===== src/rtl/instr_fetch.sv =====
// Instruction fetch: pulls one word from instruction memory and holds it for decode.
// Latency: one FETCH cycle plus any memory wait, then HOLD; best case one instruction per 2 cycles.
// Backpressure: imemReq stays up until imemAck; the held instruction stays put until instrReady.
module instr_fetch (
  input  logic        clk,
  input  logic        rstN,
  output logic        imemReq,
  output logic [31:0] imemAddr,
  input  logic        imemAck,
  input  logic [31:0] imemData,
  output logic        instrValid,
  output logic [31:0] instr,
  output logic [5:0]  opcode,
  output logic [5:0]  funct,
  output logic [31:0] pc,
  input  logic        instrReady,
  input  logic        pcSrc,
  input  logic [15:0] branchOffset,
  input  logic        jump,
  input  logic [25:0] jumpTarget
);

  typedef enum logic [1:0] {
    IDLE  = 2'd0,
    FETCH = 2'd1,
    HOLD  = 2'd2
  } state_t;

  state_t      state_q;
  state_t      state_d;
  logic [31:0] pc_q;
  logic [31:0] instr_q;
  logic [31:0] pc_plus4;
  logic [31:0] branch_tgt;
  logic [31:0] next_pc;
  logic        capture;
  logic        accept;

  assign pc_plus4   = pc_q + 32'd4;
  assign branch_tgt = pc_plus4 + {{14{branchOffset[15]}}, branchOffset, 2'b00};

  // Jump outranks a taken branch when decode asserts both.
  always_comb begin
    next_pc = pc_plus4;
    if (jump) begin
      next_pc = {pc_plus4[31:28], jumpTarget, 2'b00};
    end else if (pcSrc) begin
      next_pc = branch_tgt;
    end
  end

  assign capture = (state_q == FETCH) && imemAck;
  assign accept  = (state_q == HOLD) && instrReady;

  always_comb begin
    state_d = state_q;
    case (state_q)
      IDLE:    state_d = FETCH;
      FETCH:   if (imemAck) state_d = HOLD;
      HOLD:    if (instrReady) state_d = FETCH;
      default: state_d = IDLE;
    endcase
  end

  always_ff @(posedge clk or negedge rstN) begin
    if (!rstN) begin
      state_q <= IDLE;
      pc_q    <= 32'h0000_0000;
      instr_q <= 32'h0000_0000;
    end else begin
      state_q <= state_d;
      if (capture) begin
        instr_q <= imemData;
      end
      if (accept) begin
        pc_q <= next_pc;
      end
    end
  end

  // Outputs decode straight from registered state so reset clears them without a clock.
  assign imemReq    = (state_q == FETCH);
  assign imemAddr   = pc_q;
  assign instrValid = (state_q == HOLD);
  assign instr      = instr_q;
  assign pc         = pc_q;
  assign opcode     = instr_q[31:26];
  assign funct      = instr_q[5:0];

endmodule


===== config.mk =====
export PLATFORM = sky130hd
export DESIGN_NAME = instr_fetch
export DESIGN_NICKNAME = d
export VERILOG_FILES = /design/src/rtl/instr_fetch.sv
export SDC_FILE = /design/constraint.sdc
export NUM_CORES = 1
export LEC_CHECK = 0
export ABC_AREA = 1
export CORE_MARGIN = 2
export CORE_UTILIZATION = 40
export CTS_CLUSTER_DIAMETER = 200
export CTS_CLUSTER_SIZE = 10
export DETAILED_ROUTE_END_ITERATION = 16
export HOLD_SLACK_MARGIN = 0.08
export MAX_ROUTING_LAYER = met4
export PLACE_DENSITY = 0.69
export SYNTH_ARGS = -nofsm -noshare
export SYNTH_HDL_FRONTEND = slang
export SYNTH_SLANG_ARGS = --single-unit

===== constraint.sdc =====
create_clock -name clk -period 3.4 [get_ports clk]
set_input_delay 0.51 -clock clk [delete_from_list [all_inputs] [get_ports clk]]
set_output_delay 0.51 -clock clk [all_outputs]
set_load 0.02 [all_outputs]

==> metrics.cfg, run 1 <==
[logic_synthesis]
synth.most_common_cell = nand2_1
ys_warn_count = 0
synth_edf_count = 0
synth_common_cells = nand2_1, inv_1, nor2_1
synth_top_flop_cell = dfrtp_1
synthArstFlopShare_pct = 100.0
synth_top_area_cell = dfrtp_1
synth_cells = 996
synth_seq_cells = 64
syn_area_per_cell_sq_um = 6.465
ys_types = 44
netlist_area_sq_um = 6439
yosys-top-cells-area = dfrtp_1, nand2_1, inv_1
synth-seq-area-share_pct = 24.87
synth_top_area_share_pct = 24.87

[timing]
max_freq_mhz = 314.7
slew_headroom_pct = 63.03
rsz0062_at_grt = false
setup_viol = 0
period_share_pct = 93.46
worstMarginPinSlew_ns = 0.5545
finalHoldViolCount = 0
slew_violations = 0
worst_slack_ns = 0.2223
fin_crit_ns = 3.178
fin_setup_tns_ns = 0
clock_skew_ns = 0.005858

[worst_setup_path]
r2r_end = imemAddr[30]$_DFFE_PN0P_
cp_max_fo = 6
path_class = reg -> reg
arrival_ns = 3.40
cp_cell_sequence = nand2_1 -> nor2_1 -> nand2_1 -> nor2_1 -> buf_4 -> nand2_1 -> xor2_1 -> inv_1 -> ha_1 -> inv_1 -> nor3_1 -> nand2_1 -> nor3_1 -> nand2_1 -> nand3_1 -> nand3_1 -> nand2_1 -> nand2_1
cpMostUsedCell = nand2_1
ff2ff_path_depth = 18
critPathSlowestCell = dfrtp_1
rr_startpoint = imemAddr[11]$_DFFE_PN0P_
critPathMaxStageDelay_ns = 0.42
start_kind = register
cp_top_family = simple AND/OR/NAND/NOR gates
crit_required_ns = 3.63
reg2reg_setup_slack_ns = 0.22
crit_path_end_kind = register
cp.buffers_inverters = 3
crit_cells = 18

[layout]
fin_area_sq_um = 8726
fillers = 1595
area_growth_pct = 35.52
n_antenna_cell = 0
drive_gt1_share_pct = 10.59
finalNonFillerCells = 1378
nNetsFinal = 1275

[power_and_ir_drop]
seqPwrFrac_pct = 18.2
clkPwrFrac_pct = 12.3
ir_worst_vdd_mv = 0.5339
power_switching_w = 0.004199
sw_frac_of_total_pct = 49.91
p_leak_nw = 4.348
power.combinational.fraction_pct = 69.5
p_per_area_nw_per_um2 = 964.2
power.internal_w = 0.004214

[floorplanning]
fp-row-count = 46
die_w_microns = 130.9
pin_count = 190
die-area_sq_um = 17130
die_h_microns = 130.9
core_sq_um = 15830
start_util_pct = 40.68

[flow_run]
maxCapViolCount = 0

[drt]
antenna_left = 0
viasPerCell = 4.967
drc_errors = 0
dr.pass1.iters = 5
wl_per_cell_microns = 16.44
routed_wirelength_microns = 22650
vias = 6844
wl_met3_microns = 1182
wl_met2_microns = 10920
wirelength_met1_microns = 10150
top_layer = met4
drtIter0Drc = 555

[global_route]
first_global_vias = 6450
grt_max_degree = 48
overflow = 0
antenna_found_initial = 0
grt_pass1_wl_microns = 34510
grt_usage_pct = 27.25

[clock_network]
clock-root-buffer = clkbuf_16
tritoncts = yes
cts_buffer_depth = 2
clk_pin_slew_ns = 0.06
cts-buffers-inserted = 9
cts_hold_buf = 0
cts_sinks = 64
clk_latency_ns = 0.34
ctsHtreeMaxLevel = 3

[outcome]
status = finished, final reports clean

[place]
dp_cells = 1361
port-buffer-count = 185
dpl_cell_area_sq_um = 8344
gp_congestion = 1.026
hpwl_microns = 18580
post-place-ws_ns = 0.06990

[worst_hold_path]
hp-class = in -> async

-- placed cells by master, fill, tap and decap left out, types with 3 or more instances in the layout --
cell type	synthesis	layout
a22oi_1	3	3
nor2_4	4	4
a21boi_0	3	3
or2_2	7	7
inv_1	153	153
conb_1	1	4
inv_6	0	3
nand2_2	8	9
nor2_1	77	69
clkdlybuf4s50_1	0	184
nand3_1	55	55
nor3_1	10	10
nand2_1	308	307
clkbuf_16	0	9
ha_1	37	36
a21oi_2	1	4
xor2_1	21	20
o22ai_1	3	3
o21ai_0	22	21
dfrtp_1	64	60
buf_4	46	24
inv_2	4	4
nand4_1	14	14
a21boi_1	5	5
dfrtp_2	0	4
o21ai_1	6	7
mux2_2	32	32
o21bai_1	4	4
a21oi_1	67	64
nor2_2	3	11
-- power by group through the flow --
stage	combinational [W]	sequential [W]	clock, W
floorplan	0.00330	0.00193	0
global placement	0.00575	0.00152	0
detailed placement	0.00576	0.00153	0
CTS	0.00580	0.00152	0.00104
global route	0.00641	0.00159	0.00107
finish	0.00585	0.00153	0.00103
-- flip-flops by register name (all words and copies together) (netlist names) --
| name | cells |
|---|---|
| state_q | 2 |
| imemAddr | 30 |
| instr | 32 |
-- stage by stage --
stage	hold slack (ns)	utilization [%]	total power, W
CTS	0.1726	54.77	0.008364
detailed placement	0.4747	52.72	0.007293
floorplan	0.2144	-	0.005239
finish	0.1618	55.13	0.008413
global placement	0.4642	52.72	0.007263
global route	0.1998	55.13	0.009069
-- cell families (layout without fill, tap and decap cells) --
kind of cell / count (synthesis) / count (layout) / synth area share [%]
fa+ha+maj: 38 / 38 / 7.501
other cells: 1 / 4 / 0.05824
mux: 32 / 32 / 5.597
simple gates: 492 / 492 / 32.14
xor+xnor: 23 / 23 / 3.129
buf+inv: 220 / 383 / 15.60
flops: 64 / 64 / 24.87
compound gates: 126 / 126 / 11.10
-- worst register-to-register path, stage by stage (launching register included) --
cell	delay, ns
dfrtp_1	0.42
nand2_1	0.14
nor2_1	0.29
nand2_1	0.10
nor2_1	0.10
buf_4	0.15
nand2_1	0.08
xor2_1	0.23
inv_1	0.08
ha_1	0.35
inv_1	0.09
nor3_1	0.26
nand2_1	0.17
nor3_1	0.16
nand2_1	0.16
nand3_1	0.11
nand3_1	0.08
nand2_1	0.07
nand2_1	0.04
-- worst max-delay path by stage --
stage | startpoint | to | slack (ns)
after floorplan | imemAddr[3]$_DFFE_PN0P_ | imemAddr[28]$_DFFE_PN0P_ | 0.62
after global placement | imemAddr[2]$_DFFE_PN0P_ | imemAddr[21]$_DFFE_PN0P_ | 0.08
after detailed placement | imemAddr[3]$_DFFE_PN0P_ | imemAddr[21]$_DFFE_PN0P_ | 0.07
after CTS | imemAddr[3]$_DFFE_PN0P_ | imemAddr[21]$_DFFE_PN0P_ | 0.03
after global routing | imemAddr[2]$_DFFE_PN0P_ | imemAddr[24]$_DFFE_PN0P_ | 0.005
final | imemAddr[11]$_DFFE_PN0P_ | imemAddr[30]$_DFFE_PN0P_ | 0.22
-- cell type report --
cell class                      instances  area [sq um]  share of cell area (%)
Clock buffer                            9         225.2                   2.581
Clock inverter                          7         100.1                   1.147
Inverter                              157         589.3                   6.754
Multi-Input combinational cell        715          3887                   44.55
Sequential cell                        64          1607                   18.41
Tap cell                              216         270.3                   3.097
Timing Repair Buffer                  210          2047                   23.46
-- per-layer routing --
metal	vias up	global-route usage [%]
met5	-	-
met4	0	5.507
met3	28	3.502
met2	221	44.33
met1	3175	36.67
li1	3420	-
-- repair_timing --
action | 4_1_cts | 5_1_grt
endpoints found under the hold margin | 0 | 0
endpoints found under the setup margin | 0 | 17
gates resized for setup | 0 | 19
setup buffers | 0 | 1
Note: power is estimated with default switching activity, not from simulation.
==> run 2: changes to the inputs <==
--- a/config.mk
+++ b/config.mk
@@ -6,6 +6,7 @@
 export NUM_CORES = 1
 export LEC_CHECK = 0
 export ABC_AREA = 1
+export CORE_ASPECT_RATIO = 0.9
 export CORE_MARGIN = 2
 export CORE_UTILIZATION = 40
 export CTS_CLUSTER_DIAMETER = 200
==> constraint.sdc (replaced) <==
create_clock -name clk -period 3.05 [get_ports clk]
set_input_delay 0.4575 -clock clk [delete_from_list [all_inputs] [get_ports clk]]
set_output_delay 0.4575 -clock clk [all_outputs]
set_load 0.02 [all_outputs]
==> run 2 against run 1 <==
  * Sequential power up 12%
  * Worst setup slack worse by 0.16 ns
  * First-iteration DRC count down 6.1%
  * Clock power up 19%
  * Count of clock-buffer cells in the layout unchanged
  * Critical path type unchanged
  * Largest power group unchanged
==> metrics.cfg, run 2 (synthesized netlist as in run 1, its figures left out) <==
[clock_network]
tritoncts = yes
cts_buffer_depth = 2
cts-buffers-inserted = 9
clock-root-buffer = clkbuf_16
cts_sinks = 64
clk_latency_ns = 0.33
ctsHtreeMaxLevel = 3
cts_hold_buf = 0
clk_pin_slew_ns = 0.06

[power_and_ir_drop]
p_leak_nw = 4.615
p_total_w = 0.01022
p_per_area_nw_per_um2 = 1076
ir_worst_vdd_mv = 0.6543

[worst_setup_path]
critPathSlowestCell = dfrtp_2
path_class = reg -> reg
cp_max_fo = 4
crit_required_ns = 3.30
cpMostUsedCell = nand2_2
arrival_ns = 3.24
critPathMaxStageDelay_ns = 0.42
start_kind = register
crit_path_end_kind = register
cp_cell_sequence = buf_4 -> nand2_2 -> nor2_4 -> nand2_2 -> nor2_4 -> nand2_2 -> o21ai_1 -> nand2_2 -> ha_4 -> nand2_2 -> nor2_4 -> inv_1 -> nor2_2 -> nand4_1 -> nand3_1 -> nand2_1 -> nand3_1 -> nand2_1 -> a21boi_1

[worst_hold_path]
hp-class = in -> async

[global_route]
grt_max_degree = 34
grtUsageMet2_pct = 40.27
antenna_found_initial = 0
use_met3_pct = 3.582
overflow = 0
first_global_vias = 6593
met1_usage_pct = 35.44
grt_pass1_wl_microns = 33710
busiest_layer = met2
grt_usage_pct = 25.81

[drt]
routed_wirelength_microns = 22750
vias = 7234
drc_errors = 0
dr.pass1.iters = 5
drtIter0Drc = 521
wl_per_cell_microns = 16.10
antenna_left = 0
viasPerCell = 5.120

[timing]
worstMarginPinSlew_ns = 0.7862
rsz0062_at_grt = true
finalHoldViolCount = 0
period_share_pct = 97.89
slew_headroom_pct = 47.59
clock_skew_ns = 0.01027
slew_violations = 0
hold_ws_ns = 0.2131
setup_viol = 0
max_freq_mhz = 334.9
fin_crit_ns = 2.986

[layout]
nNetsFinal = 1324
finalNonFillerCells = 1413
area_growth_pct = 47.53
layout_common_cells = nand2_1, clkdlybuf4s50_1, inv_1, buf_4, a21oi_1
fillers = 1412
n_antenna_cell = 0
largest_reg_flops = 32
layout_commonest_cell = nand2_1
drive_gt1_share_pct = 19.65

[place]
dp_cells = 1379
port-buffer-count = 185
gp_congestion = 1.023
hpwl_microns = 17930

[outcome]
status = finished, final reports clean

[floorplanning]
pin_count = 190
die_w_microns = 137.7
die-area_sq_um = 17130
fp-row-count = 43
start_util_pct = 41.27
core_sq_um = 15600
die_h_microns = 124.4

[flow_run]
maxCapViolCount = 0

run 2: layer usage:
metal  part of all wire [%]  vias to the layer above  routed length (microns)
li1                       -                     3522                        -
met1                     44                     3326                     9917
met2                     46                      345                    10570
met3                    8.0                       41                     1811
met4                    2.0                        0                      454
met5                      0                        -                        0
run 2: per-stage QoR:
stage	utilization [%]	instance area (sq um)	setup TNS [ns]	setup slack, ns
global route	60.88	9499	-0.5636	-0.09508
global placement	54.99	8579	-0.3633	-0.09676
finish	60.88	9499	0	0.06424
detailed placement	54.99	8579	-0.4470	-0.09473
floorplan	-	6450	0	0.2671
CTS	57.53	8976	0	0.01211
run 2: power by group:
group	internal [W]	leakage (nW)	switching (W)
Clock	0.000809	0.171	0.000419
Sequential	0.00128	0.730	0.000428
Combinational	0.00317	3.71	0.00411
run 2: path summary, 6_finish.rpt:
path                                               from                        to  cells after the start  slack [ns]
worst max register to register  imemAddr[3]$_DFFE_PN0P_  imemAddr[22]$_DFFE_PN0P_                     19        0.06
min in group clk                 state_q[1]$_DFFE_PN0P_    state_q[0]$_DFFE_PN0P_                      1        0.49
worst max-delay path            imemAddr[3]$_DFFE_PN0P_  imemAddr[22]$_DFFE_PN0P_                     19        0.06
worst min register to register   state_q[1]$_DFFE_PN0P_    state_q[0]$_DFFE_PN0P_                      1        0.49
max in group asynchronous                          rstN   imemAddr[3]$_DFFE_PN0P_                      2        2.16
worst min-delay path                               rstN  imemAddr[28]$_DFFE_PN0P_                      1        0.21
run 2: critical path: cells and delay by family, from the launching register on:
| kind | cells | cell delay [ns] |
|---|---|---|
| AOI/OAI and AO/OA | 2 | 0.33 |
| DFF | 1 | 0.42 |
| and+or+nand+nor | 14 | 1.65 |
| adders and majority gates | 1 | 0.29 |
| buffers and inverters | 2 | 0.21 |
run 2: cell type report:
class | instances | area (sq um) | share of cell area [%]
repair buffers | 259 | 2427 | 25.55
flip-flops and latches | 64 | 1615 | 17.00
clock buffers | 9 | 225.2 | 2.371
inverters | 157 | 593.1 | 6.243
clock inverters | 7 | 125.1 | 1.317
well taps | 202 | 252.7 | 2.661
multi-input cells | 715 | 4260 | 44.85
run 2: timing repair:
action,CTS,global route
setup endpoints to repair,8,19
resized for setup,7,94
setup buffers,2,16
pin swaps,0,16
endpoints found under the hold margin,0,0
cloned,0,0
==> run 3: changes to the inputs <==
--- a/config.mk
+++ b/config.mk
@@ -6,15 +6,17 @@
 export NUM_CORES = 1
 export LEC_CHECK = 0
 export ABC_AREA = 1
+export CELL_PAD_IN_SITES_DETAIL_PLACEMENT = 1
+export CELL_PAD_IN_SITES_GLOBAL_PLACEMENT = 1
 export CORE_ASPECT_RATIO = 0.9
 export CORE_MARGIN = 2
-export CORE_UTILIZATION = 40
+export CORE_UTILIZATION = 33
 export CTS_CLUSTER_DIAMETER = 200
 export CTS_CLUSTER_SIZE = 10
 export DETAILED_ROUTE_END_ITERATION = 16
 export HOLD_SLACK_MARGIN = 0.08
 export MAX_ROUTING_LAYER = met4
-export PLACE_DENSITY = 0.69
+export PLACE_DENSITY_LB_ADDON = 0.1
 export SYNTH_ARGS = -nofsm -noshare
 export SYNTH_HDL_FRONTEND = slang
 export SYNTH_SLANG_ARGS = --single-unit
==> run 3 against run 2 <==
  * Clock power shrank 7%
  * Clock skew shrank 0.0060 ns
  * Worst setup slack gained 0.071 ns
  * Largest cell class unchanged
  * Largest power group unchanged
==> metrics.cfg, run 3 (synthesized netlist as in run 1, its figures left out) <==
[global_route]
first_global_vias = 7329
overflow = 0
grt_max_degree = 33
grt_usage_pct = 25.90
grt_pass1_wl_microns = 39580
antenna_found_initial = 0

[clock_network]
ctsHtreeMaxLevel = 3
clock-root-buffer = clkbuf_16
cts-buffers-inserted = 9
cts_buffer_depth = 2
clk_latency_ns = 0.34
cts_sinks = 64
clk_pin_slew_ns = 0.06
tritoncts = yes
cts_hold_buf = 0

[layout]
nNetsFinal = 1340
layout_commonest_cell = nand2_1
seqCellArea_sq_um = 1618
multi_input_area_sq_um = 4384
drive_gt1_share_pct = 23.15
n_antenna_cell = 0
area_growth_pct = 52.18
fillers = 2455
largest_reg_flops = 32
fin_area_sq_um = 9798
finalNonFillerCells = 1477
layout_common_cells = nand2_1, clkdlybuf4s50_1, inv_1, buf_4, a21oi_1

[floorplanning]
die-area_sq_um = 20650
start_util_pct = 33.61
pin_count = 190
die_w_microns = 151.2
die_h_microns = 136.5
core_sq_um = 19160
fp-row-count = 48

[power_and_ir_drop]
ir_worst_vdd_mv = 0.5162
p_leak_nw = 4.722
p_per_area_nw_per_um2 = 1079

[worst_setup_path]
cp_top_family = simple AND/OR/NAND/NOR gates
critPathSlowestCell = dfrtp_1
cp_max_fo = 4
path_class = reg -> reg
cp.buffers_inverters = 3
critPathMaxStageDelay_ns = 0.41
crit_path_end_kind = register
start_kind = register
crit_required_ns = 3.27
arrival_ns = 3.13
cp_cell_sequence = nand2_2 -> nor2_4 -> buf_4 -> nand2_2 -> nor2_4 -> buf_4 -> xor2_1 -> buf_4 -> ha_2 -> nand2_2 -> nor2_4 -> and2_1 -> nand2_1 -> nand3_4 -> or2_2 -> nand3_1 -> a22oi_1

[place]
dp_cells = 1450
gp_congestion = 0.9142
dpl_cell_area_sq_um = 8840
port-buffer-count = 185
hpwl_microns = 21380
post-place-ws_ns = -0.09373

[timing]
slew_violations = 0
slew_headroom_pct = 50.77
finalHoldViolCount = 0
fin_setup_tns_ns = 0
clock_skew_ns = 0.004261
rsz0062_at_grt = true
setup_viol = 0
max_freq_mhz = 343.1
hold_ws_ns = 0.1759
worstMarginPinSlew_ns = 0.7384
worst_slack_ns = 0.1354
period_share_pct = 95.56
fin_crit_ns = 2.915

[drt]
viasPerCell = 4.865
drc_errors = 0
dr.pass1.iters = 5
antenna_left = 0
vias = 7186
routed_wirelength_microns = 26990
drtIter0Drc = 389
wl_per_cell_microns = 18.27

[flow_run]
maxCapViolCount = 0

[outcome]
status = finished, final reports clean

[worst_hold_path]
hp-class = in -> async

[run 3: layout make-up]
cell class / count / share of cell area, %
Tap cell: 250 / 3.192
Timing Repair Buffer: 275 / 26.25
Inverter: 157 / 6.015
Multi-Input combinational cell: 715 / 44.75
Clock buffer: 10 / 2.337
Clock inverter: 6 / 0.9450
Sequential cell: 64 / 16.51
[run 3: stage by stage]
step                      total power, W  utilization, %
after global placement          0.008619           46.14
after detailed placement        0.008733           46.14
after CTS                        0.01000           48.30
after global routing             0.01133           51.14
final                            0.01057           51.14
after floorplan                 0.005841               -
[run 3: report_power, final]
part	internal (W)	total, W	switching, W
sequential	0.00128	0.00172	0.000438
clock	0.000720	0.00115	0.000428
combinational	0.00334	0.00770	0.00437
[run 3: layer usage]
metal,global-route usage [%],share of wire (%),routed length (microns)
met1,34.81,46,12320
met2,41.86,49,13190
met3,4.800,4.6,1244
met4,3.375,0.85,229
met5,-,0,0
[run 3: path summary, 6_finish.rpt]
kind                                         start                        to  cells after the start  slack (ns)
max                        imemAddr[6]$_DFFE_PN0P_  imemAddr[15]$_DFFE_PN0P_                     17        0.14
min                                           rstN      instr[1]$_DFFE_PN0P_                      1        0.18
max reg2reg                imemAddr[6]$_DFFE_PN0P_  imemAddr[15]$_DFFE_PN0P_                     17        0.14
min reg2reg                  instr[18]$_DFFE_PN0P_     instr[18]$_DFFE_PN0P_                      1        0.50
max in group asynchronous                     rstN     instr[15]$_DFFE_PN0P_                      2        2.18
min in group clk             instr[18]$_DFFE_PN0P_     instr[18]$_DFFE_PN0P_                      1        0.50
[run 3: what timing repair did]
action | in CTS | in global routing
buffers inserted | 2 | 9
setup endpoints to repair | 10 | 22
resized for setup | 19 | 120
hold endpoints to repair | 0 | 0
pin swaps | 1 | 17
